<file path="config.mk">
export PLATFORM = sky130hd
export DESIGN_NAME = imem_access_arbiter
export DESIGN_NICKNAME = d
export VERILOG_FILES = /design/src/rtl/imem_access_arbiter.sv
export SDC_FILE = /design/constraint.sdc
export NUM_CORES = 1
export LEC_CHECK = 0
export BUFFER_PORTS_ARGS = -buffer_cell sky130_fd_sc_hd__buf_2
export CORE_AREA = 5 5 111 113
export DETAILED_ROUTE_END_ITERATION = 12
export DIE_AREA = 0 0 116 118
export GPL_TIMING_DRIVEN = 0
export PLACE_DENSITY = 0.83
export REMOVE_ABC_BUFFERS = 1
export SYNTH_ARGS = -nofsm -noshare
export SYNTH_HDL_FRONTEND = slang
export SYNTH_SLANG_ARGS = --single-unit
</file>
<file path="constraint.sdc">
create_clock -name clk_i -period 2.6 [get_ports clk_i]
set_input_delay 0.52 -clock clk_i [delete_from_list [all_inputs] [get_ports clk_i]]
set_output_delay 0.52 -clock clk_i [all_outputs]
set_load 0.005 [all_outputs]
</file>
<file path="src/rtl/imem_access_arbiter.sv">
// imem_access_arbiter
//   Shares a single-port, synchronous-read instruction memory between the CPU
//   fetch path (read-only) and the program loader (write-only). At most one
//   requester is granted per cycle; fetch data returns one cycle after grant
//   with a registered valid flag.
//   Optional feature macro: IMEM_ARB_FAIRNESS_EN. When it is defined, a fetch
//   is forced through after MAX_LOAD_BURST consecutive load grants with fetch
//   waiting. When it is undefined, load has strict priority.
module imem_access_arbiter #(
    parameter int ADDR_W         = 32,
    parameter int DATA_W         = 32,
    parameter int MAX_LOAD_BURST = 4
) (
    input  logic              clk_i,
    input  logic              reset_i,
    input  logic              fetch_req_i,
    input  logic [ADDR_W-1:0] fetch_addr_i,
    output logic              fetch_gnt_o,
    output logic              fetch_valid_o,
    output logic [DATA_W-1:0] fetch_rdata_o,
    input  logic              load_req_i,
    input  logic [ADDR_W-1:0] load_addr_i,
    input  logic [DATA_W-1:0] load_wdata_i,
    output logic              load_gnt_o,
    output logic [ADDR_W-1:0] mem_addr_o,
    output logic              mem_we_o,
    output logic [DATA_W-1:0] mem_wdata_o,
    input  logic [DATA_W-1:0] mem_rdata_i,
    output logic              busy_o
);

    typedef enum logic [1:0] {
        IDLE  = 2'd0,
        FETCH = 2'd1,
        LOAD  = 2'd2
    } state_t;

    state_t            state_q, state_d;
    logic [ADDR_W-1:0] mem_addr_q, mem_addr_d;
    logic [DATA_W-1:0] mem_wdata_q, mem_wdata_d;
    logic              fetch_valid_q;
    logic [DATA_W-1:0] rdata_hold_q;
    logic              force_fetch;

`ifdef IMEM_ARB_FAIRNESS_EN
    localparam int CNT_W = $clog2(MAX_LOAD_BURST + 1);
    localparam logic [CNT_W-1:0] CNT_MAX = CNT_W'(MAX_LOAD_BURST);

    logic [CNT_W-1:0] run_cnt_q, run_cnt_d;

    // Fetch has waited through a full burst of loads: it takes this cycle.
    assign force_fetch = (run_cnt_q == CNT_MAX) && fetch_req_i;

    // Count load grants that happen while fetch is waiting; saturate at the limit.
    always_comb begin
        run_cnt_d = '0;
        if (load_gnt_o && fetch_req_i) begin
            run_cnt_d = (run_cnt_q == CNT_MAX) ? run_cnt_q : run_cnt_q + 1'b1;
        end
    end

    // Burst counter register.
    always_ff @(posedge clk_i) begin
        if (reset_i) run_cnt_q <= '0;
        else         run_cnt_q <= run_cnt_d;
    end
`else
    assign force_fetch = 1'b0;
`endif

    // Grant selection: load first unless fairness forces a fetch; none in reset.
    always_comb begin
        fetch_gnt_o = 1'b0;
        load_gnt_o  = 1'b0;
        if (!reset_i) begin
            if (load_req_i && !force_fetch) load_gnt_o  = 1'b1;
            else if (fetch_req_i)           fetch_gnt_o = 1'b1;
        end
    end

    // Memory port mux; address and write data hold their last value when idle.
    always_comb begin
        mem_addr_d  = mem_addr_q;
        mem_wdata_d = mem_wdata_q;
        if (load_gnt_o) begin
            mem_addr_d  = {load_addr_i[ADDR_W-1:2], 2'b00};
            mem_wdata_d = load_wdata_i;
        end else if (fetch_gnt_o) begin
            mem_addr_d  = {fetch_addr_i[ADDR_W-1:2], 2'b00};
        end
    end

    assign mem_addr_o  = mem_addr_d;
    assign mem_wdata_o = mem_wdata_d;
    assign mem_we_o    = load_gnt_o;

    // Next state follows whichever grant was issued this cycle.
    always_comb begin
        state_d = IDLE;
        if (load_gnt_o)       state_d = LOAD;
        else if (fetch_gnt_o) state_d = FETCH;
    end

    assign busy_o = (state_q == LOAD) || load_gnt_o;

    // A return in flight when reset arrives is dropped at once.
    assign fetch_valid_o = fetch_valid_q && !reset_i;
    assign fetch_rdata_o = fetch_valid_o ? mem_rdata_i : rdata_hold_q;

    // State, held memory port values and read-return registers.
    always_ff @(posedge clk_i) begin
        if (reset_i) begin
            state_q       <= IDLE;
            mem_addr_q    <= '0;
            mem_wdata_q   <= '0;
            fetch_valid_q <= 1'b0;
            rdata_hold_q  <= '0;
        end else begin
            state_q       <= state_d;
            mem_addr_q    <= mem_addr_d;
            mem_wdata_q   <= mem_wdata_d;
            fetch_valid_q <= fetch_gnt_o;
            if (fetch_valid_o) rdata_hold_q <= mem_rdata_i;
        end
    end

endmodule

</file>
After elaboration in Yosys (flattened, before gate mapping)
Index checks and enable logic that the tools add are counted.
{"block": "word_totals", "out_inout_bits": 101, "register_bits": 99}
{"block": "op_classes", "n_eq_ne": 1, "n_mux": 11, "n_reduce_logical": 4}
{"op": "32-bit two-way mux", "count": 4}
{"op": "1-bit two-way mux", "count": 6}
{"op": "2-bit == test (second input constant)", "count": 1}
{"op": "2-bit two-way mux", "count": 1}
{"op": "2-bit OR reduction", "count": 1}
{"op": "1-bit logical AND", "count": 1}
{"op": "1-bit zero test", "count": 1}
{"op": "1-bit logical OR", "count": 1}

Depth between registers and ports, before layout
Gate-level depths: netlist of run 1.
{"block": "logic_depth", "word_depth": 5, "ltp_mapped": 6, "ltp_nobuf": 4}

Least setup slack after synthesis of run 1
OpenSTA, ideal clock, no wires.
{"block": "synth_path", "path_type": "input -> output", "startpoint": "input port fetch_req_i", "endpoint": "output port mem_addr_o[10]", "n_path_buf": 3, "slack_ps": 755, "arrival_time_ps": 1325, "required_time_ps": 2080, "path_stages": 6, "path_cell_list": "buf_4 -> or2_1 -> buf_6 -> buf_6 -> o32ai_1 -> nor2_1"}
{"block": "synth_between", "elab_chain_len": 5}
{"item": "from (decl)", "line": "16", "source": "input logic fetch_req_i,"}
{"item": "1-bit two-way mux", "line": "77", "source": "else if (fetch_req_i) fetch_gnt_o = 1'b1;"}
{"item": "1-bit two-way mux", "line": "76", "source": "if (load_req_i && !force_fetch) load_gnt_o = 1'b1;"}
{"item": "1-bit two-way mux", "line": "75", "source": "if (!reset_i) begin"}
{"item": "32-bit two-way mux", "line": "88", "source": "end else if (fetch_gnt_o) begin"}
{"item": "32-bit two-way mux", "line": "85", "source": "if (load_gnt_o) begin"}
{"item": "to (decl)", "line": "25", "source": "output logic [ADDR_W-1:0] mem_addr_o,"}
No other way between the ends.

Worst setup path in the final report of run 1
{"block": "layout_path", "startpoint": "input port reset_i", "endpoint": "output port mem_wdata_o[3]"}
{"block": "layout_between", "elab_chain_len": 2}
{"item": "from (decl)", "line": "15", "source": "input logic reset_i,"}
{"item": "1-bit two-way mux", "line": "75"}
{"item": "32-bit two-way mux", "line": "85"}
{"item": "to (decl)", "line": "27", "source": "output logic [DATA_W-1:0] mem_wdata_o,"}
No other way between the ends.

==> insert_results.sql, run 1 <==
INSERT INTO impl_metrics (metric_group, metric, value, unit) VALUES
('cells_and_area', 'mostFrequentLayoutCells', 'sky130_fd_sc_hd__buf_2, sky130_fd_sc_hd__nor2_1, sky130_fd_sc_hd__dfxtp_1', ''),
('logic_synthesis', 'yosysUniqueCellTypes', '25', ''),
('cts', 'numClockSinks', '99', ''),
('pwr', 'sw_frac_of_total', '26.2', '%'),
('cells_and_area', 'insertedDiodeCount', '0', ''),
('critical_path', 'logic_depth_of_the_worst_setup_path_including_buffers', '9', ''),
('global_routing', 'grt_start_max_net_pins', '55', ''),
('logic_synthesis', 'synth-adder-area-share', '0', '%'),
('logic_synthesis', 'largest_family_of_logic_cells_by_synthesized_area', 'multiplexers', ''),
('critical_path', 'worst_path_largest_cell_delay', '0.24', 'ns'),
('routing', 'wl', '15.3', 'mm'),
('sta', 'period_minus_slack', '2.50', 'ns'),
('place', 'dp.final_hpwl', '9.88', 'mm'),
('global_routing', 'gr-usage-all-layers', '21.3', '%'),
('routing', 'wl_per_cell', '16.0', 'um'),
('logic_synthesis', 'synthesized_area_per_cell', '9.01', 'um2'),
('critical_path', 'setup.worst_path.class', 'in -> out', ''),
('status', 'status', 'finished, final reports clean', ''),
('critical_path', 'critical_path.n_buffers_inverters', '6', ''),
('global_routing', 'gr-usage-met3', '3.34', '%'),
('logic_synthesis', 'synth-simple-area-share', '16.6', '%'),
('cells_and_area', 'area_growth', '29.7', '%'),
('place', 'placement.cell_area', '6550', 'um2'),
('routing', 'post_route_drc', '0', ''),
('logic_synthesis', 'yosys-mux-area-fraction', '32.0', '%'),
('floorplan', 'dieArea', '13700', 'um2'),
('sta', 'maxSlewViolCount', '0', ''),
('pwr', 'combinationalPowerShare', '20.0', '%'),
('critical_path', 'regToRegStartpoint', 'fetch_valid_q', ''),
('sta', 'slew-limit-headroom', '60.1', '%'),
('routing', 'first_iter_violations', '249', ''),
('sta', 'max_freq', '401', 'MHz'),
('logic_synthesis', 'synth-xor-area-share', '0', '%'),
('critical_path', 'timing.critical_path.fanout_max', '38', ''),
('global_routing', 'groute.layer.met1.usage', '25.6', '%'),
('critical_path', 'timing.critical_path.cells', 'buf_4, buf_16, nand2b_4, buf_12, clkinvlp_4, buf_4, nand2_1, nand2_1, buf_2', ''),
('flow_run', 'max_cap_violations', '0', ''),
('logic_synthesis', 'post_synth_design_cell_area', '5470', 'um2'),
('routing', 'drt.antenna.violating_nets', '0', ''),
('global_routing', 'first_global_vias', '4929', ''),
('sta', 'timing_worst_slew_pin_value', '0.598', 'ns'),
('routing', 'detailedRoute.firstPassIterationCount', '4', ''),
('critical_path', 'worst_ep_arrival_time', '1.98', 'ns'),
('cts', 'htreeDepth', '3', ''),
('critical_path', 'worst_r2r_path_depth', '3', ''),
('critical_path', 'worst_setup_path_start_kind', 'input port', ''),
('critical_path', 'worst-r2r-setup-slack', '1.42', 'ns'),
('pwr', 'sequentialPowerShare', '42.9', '%'),
('cells_and_area', 'final_core_util', '63.2', '%'),
('pwr', 'irDropWorstVdd', '0.373', 'mV'),
('critical_path', 'worstSetupEndpoint', 'mem_wdata_o[3]', ''),
('cts', 'root_driver', 'sky130_fd_sc_hd__clkbuf_16', ''),
('floorplan', 'die_w', '116', 'um'),
('global_routing', 'grt_util_met2', '37.4', '%'),
('logic_synthesis', 'post_synth_inst_count', '607', ''),
('logic_synthesis', 'ys_seq_area_share', '36.2', '%'),
('logic_synthesis', 'complex_gate_fraction_of_the_synthesized_area', '8.60', '%'),
('cells_and_area', 'num-nets-final', '941', ''),
('pwr', 'p_sw', '1.01', 'mW'),
('global_routing', 'most_used_routing_layer', 'met2', ''),
('cts', 'tritoncts', 'done', ''),
('routing', 'num_vias', '5068', ''),
('sta', 'fin_skew', '0.00421', 'ns'),
('critical_path', 'critical_path_required', '2.08', 'ns'),
('global_routing', 'antenna_violations_before_repair', '0', ''),
('floorplan', 'boundaryPins', '233', ''),
('critical_path', 'startpoint', 'reset_i', ''),
('critical_path', 'cpLargestDelayFamily', 'buffers and inverters', ''),
('pwr', 'power.internal', '2.83', 'mW'),
('hold_path', 'hold_wc_path_type', 'in -> reg', ''),
('cells_and_area', 'final_design_area_no_fill', '7090', 'um2');
## sequential cells by signal, indices dropped and copies added (netlist names)
register       flops
mem_wdata_q       32
fetch_valid_q      1
state_q            2
mem_addr_q        32
rdata_hold_q      32
## area by class of cell
type                            instances  area, um2  area share, %
Multi-Input combinational cell        451       3160           44.5
Sequential cell                        99       1980           28.0
Timing Repair Buffer                  243       1430           20.2
Clock buffer                            9        225           3.18
Tap cell                              143        179           2.52
Clock inverter                          7       91.3           1.29
Inverter                                4       18.8          0.265
Timing Repair inverter                  1       7.51          0.106
## cells in the mapped netlist
| cell type | count | share of area, % |
|---|---|---|
| sky130_fd_sc_hd__nor2_1 | 124 | 8.5 |
| sky130_fd_sc_hd__dfxtp_1 | 99 | 36 |
| sky130_fd_sc_hd__nand2_1 | 96 | 6.6 |
| sky130_fd_sc_hd__mux2i_1 | 94 | 17 |
| sky130_fd_sc_hd__o22ai_1 | 30 | 3.4 |
| sky130_fd_sc_hd__o32ai_1 | 30 | 4.8 |
| sky130_fd_sc_hd__mux2_4 | 29 | 8.0 |
| sky130_fd_sc_hd__mux2_1 | 26 | 5.4 |
| sky130_fd_sc_hd__buf_2 | 23 | 2.1 |
| sky130_fd_sc_hd__buf_4 | 10 | 1.4 |
| sky130_fd_sc_hd__buf_6 | 10 | 2.1 |
| sky130_fd_sc_hd__buf_1 | 7 | 0.48 |
| sky130_fd_sc_hd__mux2_2 | 7 | 1.4 |
| sky130_fd_sc_hd__clkbuf_1 | 5 | 0.34 |
| sky130_fd_sc_hd__inv_1 | 3 | 0.21 |
| sky130_fd_sc_hd__nor3b_1 | 3 | 0.41 |
| sky130_fd_sc_hd__a21boi_1 | 2 | 0.27 |
| sky130_fd_sc_hd__and2_1 | 2 | 0.23 |
| sky130_fd_sc_hd__inv_2 | 1 | 0.069 |
| sky130_fd_sc_hd__nand2b_1 | 1 | 0.11 |
| sky130_fd_sc_hd__nand2b_4 | 1 | 0.25 |
| sky130_fd_sc_hd__nor2b_4 | 1 | 0.25 |
| sky130_fd_sc_hd__nor3_1 | 1 | 0.091 |
| sky130_fd_sc_hd__o21ai_0 | 1 | 0.091 |
| sky130_fd_sc_hd__or2_1 | 1 | 0.11 |
## worst min-delay path: stages
cell                      delay, ns
sky130_fd_sc_hd__buf_2         0.09
sky130_fd_sc_hd__mux2i_1       0.06
sky130_fd_sc_hd__nor2_1        0.07
## cells by family after synthesis
| logic type | count (synthesis) |
|---|---|
| AO/OA/AOI/OAI | 63 |
| multiplexers | 156 |
| flip-flops | 99 |
| AND/OR/NAND/NOR | 230 |
| buffers and inverters | 59 |
## through the flow
step | total power, mW | hold WS (ns) | instances | setup WS [ns] | setup TNS, ns
4_1_cts | 3.86 | 0.424 | 956 | 0.0739 | 0
6_report | 3.84 | 0.434 | 957 | 0.104 | 0
5_1_grt | 4.03 | 0.428 | 957 | 0.0232 | 0
3_3_place_gp | 2.38 | 0.436 | 923 | -4.27 | -299.47
2_1_floorplan | 2.03 | 0.423 | 552 | -0.692 | -41.91
3_5_place_dp | 2.41 | 0.440 | 927 | -1.32 | -75.40
## worst min-delay path by stage
| stage | start | end | slack, ns | depth (start not counted) |
|---|---|---|---|---|
| after detailed placement | mem_addr_q[0] | mem_addr_q[0] | 0.44 | 1 |
| after floorplan | mem_addr_q[0] | mem_addr_q[0] | 0.42 | 1 |
| after global routing | load_addr_i[21] | mem_addr_q[21] | 0.43 | 3 |
| after CTS | load_addr_i[21] | mem_addr_q[21] | 0.42 | 3 |
| final | load_wdata_i[15] | mem_wdata_q[15] | 0.43 | 3 |
| after global placement | mem_addr_q[0] | mem_addr_q[0] | 0.44 | 1 |
## power by group through the flow
stage,logic (mW),clock network [mW],registers [mW]
6_report,0.768,1.42,1.65
4_1_cts,0.763,1.45,1.65
3_5_place_dp,0.727,0,1.68
2_1_floorplan,0.355,0,1.67
5_1_grt,0.845,1.53,1.66
3_3_place_gp,0.701,0,1.68
## metal layers
metal  wire (um)  vias to the layer above
met1        6050                     2339
met3        1060                       29
met4         397                        0
met2        7800                      189
met5           0                        -
li1            -                     2511
## timing repair
| item | in CTS | in global routing |
|---|---|---|
| buffers inserted | 9 | 0 |
| cloned | 4 | 1 |
| gates resized for setup | 9 | 1 |
| setup endpoints to repair | 100 | 17 |
Note: power is estimated with default switching activity, not from simulation.
==> run 2: changes to the inputs <==
GPL_TIMING_DRIVEN = 1   (was 0)
SETUP_SLACK_MARGIN = 0.15   (was default)
==> run 2 against run 1 <==
Sequential power about the same. Power decreased by 2.9%. Non-clock buffer count decreased by 1. Register-to-register slack got worse by 0.04 ns. Critical path depth decreased by 3. Combinational power decreased by 5.7%. Critical endpoint is now mem_addr_o[8]. Flip-flop and latch count unchanged. Cell count decreased by 0.42%. Routed wire length decreased by 9.7%. Clock skew about the same. Clock-buffer cell count increased by 6.
==> insert_results.sql, run 2 (synthesis gave the netlist of run 1 again) <==
INSERT INTO impl_metrics (metric_group, metric, value, unit) VALUES
('pwr', 'p_sw', '937', 'uW'),
('floorplan', 'start_util', '48.7', '%'),
('cts', 'numClockSinks', '99', ''),
('floorplan', 'dieArea', '13700', 'um2'),
('cts', 'post_cts_resized', '0', ''),
('cells_and_area', 'sequential_cell_area', '1980', 'um2'),
('global_routing', 'antenna_violations_before_repair', '0', ''),
('cells_and_area', 'reg.largest.list', 'mem_addr_q (32), mem_wdata_q (32), rdata_hold_q (32)', ''),
('critical_path', 'worst_path_max_delay_cell', 'sky130_fd_sc_hd__buf_4', ''),
('cts', 'cts_setup_buffers', '0', ''),
('cts', 'clkSlewWorstSetupHoldPaths', '0.07', 'ns'),
('routing', 'post_route_drc', '0', ''),
('critical_path', 'startpoint', 'fetch_req_i', ''),
('critical_path', 'path_common_cell', 'sky130_fd_sc_hd__buf_2', ''),
('hold_path', 'hold_wc_path_type', 'in -> reg', ''),
('critical_path', 'cpLargestDelayFamily', 'buffers and inverters', ''),
('sta', 'period_minus_slack', '2.29', 'ns'),
('critical_path', 'crit-reg2reg-capture', 'rdata_hold_q[1]', ''),
('global_routing', 'grt_start_max_net_pins', '57', ''),
('cells_and_area', 'area_growth', '25.7', '%'),
('routing', 'drt.antenna.violating_nets', '0', ''),
('place', 'routabilityCongestion', '0.813', ''),
('cells_and_area', 'layout.cells.most_common', 'sky130_fd_sc_hd__buf_2', ''),
('critical_path', 'worst-r2r-setup-slack', '1.38', 'ns'),
('cells_and_area', 'multi_input_comb_area', '3130', 'um2'),
('cells_and_area', 'mostFrequentLayoutCells', 'sky130_fd_sc_hd__buf_2, sky130_fd_sc_hd__nor2_1, sky130_fd_sc_hd__dfxtp_1', ''),
('floorplan', 'fp.dieH', '118', 'um'),
('routing', 'wl_per_cell', '14.5', 'um'),
('routing', 'num_vias', '5021', ''),
('global_routing', 'first_global_vias', '4831', ''),
('cts', 'clock_path_buffers', '2', ''),
('sta', 'final_min_period_over_clock_period', '88.3', '%'),
('critical_path', 'worstSetupEndpoint', 'mem_addr_o[8]', ''),
('sta', 'final.setup.tns', '0', 'ns'),
('pwr', 'static-leakage-power', '3.46', 'nW'),
('place', 'dp.final_hpwl', '9.82', 'mm'),
('cts', 'htreeDepth', '3', ''),
('pwr', 'combinationalPowerShare', '19.4', '%'),
('routing', 'detailedRoute.firstPassIterationCount', '4', ''),
('status', 'status', 'finished, final reports clean', ''),
('flow_run', 'max_cap_violations', '0', ''),
('floorplan', 'rows', '39', ''),
('sta', 'grt_setup_unrepaired', 'false', ''),
('critical_path', 'logic_depth_of_the_worst_setup_path_including_buffers', '6', ''),
('sta', 'smallest_setup_slack_after_layout', '0.305', 'ns'),
('cts', 'tritoncts_buffer_count', '9', ''),
('sta', 'slew-limit-headroom', '58.9', '%'),
('routing', 'wl', '13.8', 'mm'),
('cts', 'tritoncts', 'done', ''),
('critical_path', 'timing.critical_path.cells', 'buf_2, or2_1, buf_4, o32ai_1, nor2_1, buf_2', ''),
('sta', 'maxSlewViolCount', '0', ''),
('critical_path', 'critical_path_required', '2.08', 'ns'),
('critical_path', 'worst_ep_arrival_time', '1.77', 'ns'),
('critical_path', 'setup.worst_path.class', 'in -> out', ''),
('global_routing', 'grt_pass1_wl', '22.4', 'mm'),
('place', 'io_buffers', '228', ''),
('place', 'post-place-cells', '937', ''),
('sta', 'timing_worst_slew_pin_value', '0.617', 'ns'),
('pwr', 'power_frac_clock', '36.5', '%'),
('routing', 'via_per_inst', '5.27', ''),
('sta', 'max_freq', '436', 'MHz'),
('cts', 'total_of_hold_buffers_inserted_after_clock_tree_synthesis', '0', ''),
('floorplan', 'die_w', '116', 'um'),
('sta', 'hold-worst-slack', '0.437', 'ns'),
('floorplan', 'boundaryPins', '233', ''),
('cts', 'root_driver', 'sky130_fd_sc_hd__clkbuf_16', ''),
('critical_path', 'regToRegStartpoint', 'fetch_valid_q', ''),
('pwr', 'finalPower', '3.73', 'mW'),
('critical_path', 'critical_path.n_buffers_inverters', '3', ''),
('cells_and_area', 'num-fill-cells', '1001', ''),
('routing', 'first_iter_violations', '388', ''),
('cells_and_area', 'finish.cell_count_without_fillers', '953', ''),
('critical_path', 'worst_path_largest_cell_delay', '0.34', 'ns'),
('critical_path', 'worst_setup_path_start_kind', 'input port', ''),
('cells_and_area', 'layout-drive-gt1-share', '36.5', '%'),
('pwr', 'sw_frac_of_total', '25.1', '%'),
('cts', 'clock_insertion_delay_worst_skew', '0.33', 'ns'),
('pwr', 'irDropWorstVdd', '0.341', 'mV'),
('floorplan', 'floorplan.core_area', '11200', 'um2'),
('sta', 'final-setup-viol-count', '0', ''),
('pwr', 'power.internal', '2.79', 'mW'),
('cells_and_area', 'insertedDiodeCount', '0', ''),
('pwr', 'power_density', '542', 'nW/um2'),
('critical_path', 'timing.critical_path.fanout_max', '27', ''),
('place', 'dp_slack', '0.356', 'ns'),
('global_routing', 'overflow', '0', ''),
('sta', 'finalHoldViolations', '0', ''),
('critical_path', 'timing.critical_path.to_type', 'output pin', ''),
('critical_path', 'worst_r2r_path_depth', '3', ''),
('cells_and_area', 'num-nets-final', '937', ''),
('pwr', 'sequentialPowerShare', '44.1', '%'),
('global_routing', 'gr-usage-all-layers', '19.6', '%'),
('sta', 'fin_skew', '0.00449', 'ns');
==> run 2: cell types whose count changed in the layout (fill, tap and decap cells not counted), sizes merged <==
cell,before,now
clkbuf,10,15
clkinv,3,0
clkinvlp,3,0
buf,241,242
bufbuf,1,0
bufinv,2,1
nand2b,3,2
nor2b,2,1
==> run 2: worst register-to-register path, stage by stage, from the launching register on <==
cell and delay, ns:
sky130_fd_sc_hd__dfxtp_2 0.32, sky130_fd_sc_hd__buf_4 0.44, sky130_fd_sc_hd__mux2i_1 0.28, sky130_fd_sc_hd__nor2_1 0.05
==> run 2: through the flow <==
| step | util (%) | instance area (um2) |
|---|---|---|
| global placement | 58.5 | 6570 |
| floorplan | - | 5120 |
| finish | 61.3 | 6880 |
| global route | 61.3 | 6880 |
| CTS | 61.3 | 6880 |
| detailed placement | 58.5 | 6570 |
==> run 2: worst min-delay path by stage <==
stage | startpoint | depth (start not counted) | slack (ns) | end
2_1_floorplan | mem_addr_q[0] | 1 | 0.42 | mem_addr_q[0]
3_3_place_gp | mem_addr_q[1] | 1 | 0.44 | mem_addr_q[1]
3_5_place_dp | mem_addr_q[1] | 1 | 0.44 | mem_addr_q[1]
4_1_cts | load_addr_i[24] | 3 | 0.42 | mem_addr_q[24]
5_1_grt | load_addr_i[26] | 3 | 0.43 | mem_addr_q[26]
6_report | load_addr_i[15] | 3 | 0.44 | mem_addr_q[15]
==> run 2: routing by layer <==
metal / wire length, um / track usage (%)
met4: 426 / 8.99
met3: 955 / 3.91
met5: 0 / 0
met2: 6870 / 33.1
met1: 5550 / 23.5
==> run 2: area by class of cell <==
class | count | area share (%)
Sequential cell | 99 | 28.8
Tap cell | 143 | 2.60
Timing Repair Buffer | 242 | 18.4
Inverter | 4 | 0.218
Multi-Input combinational cell | 449 | 45.5
Clock inverter | 1 | 0.437
Clock buffer | 15 | 4.04
==> run 2: power groups by stage <==
stage	clock network [mW]	registers [mW]	logic (mW)
floorplan	0	1.67	0.355
global placement	0	1.67	0.715
detailed placement	0	1.68	0.726
CTS	1.41	1.64	0.729
global route	1.47	1.65	0.804
finish	1.36	1.64	0.724
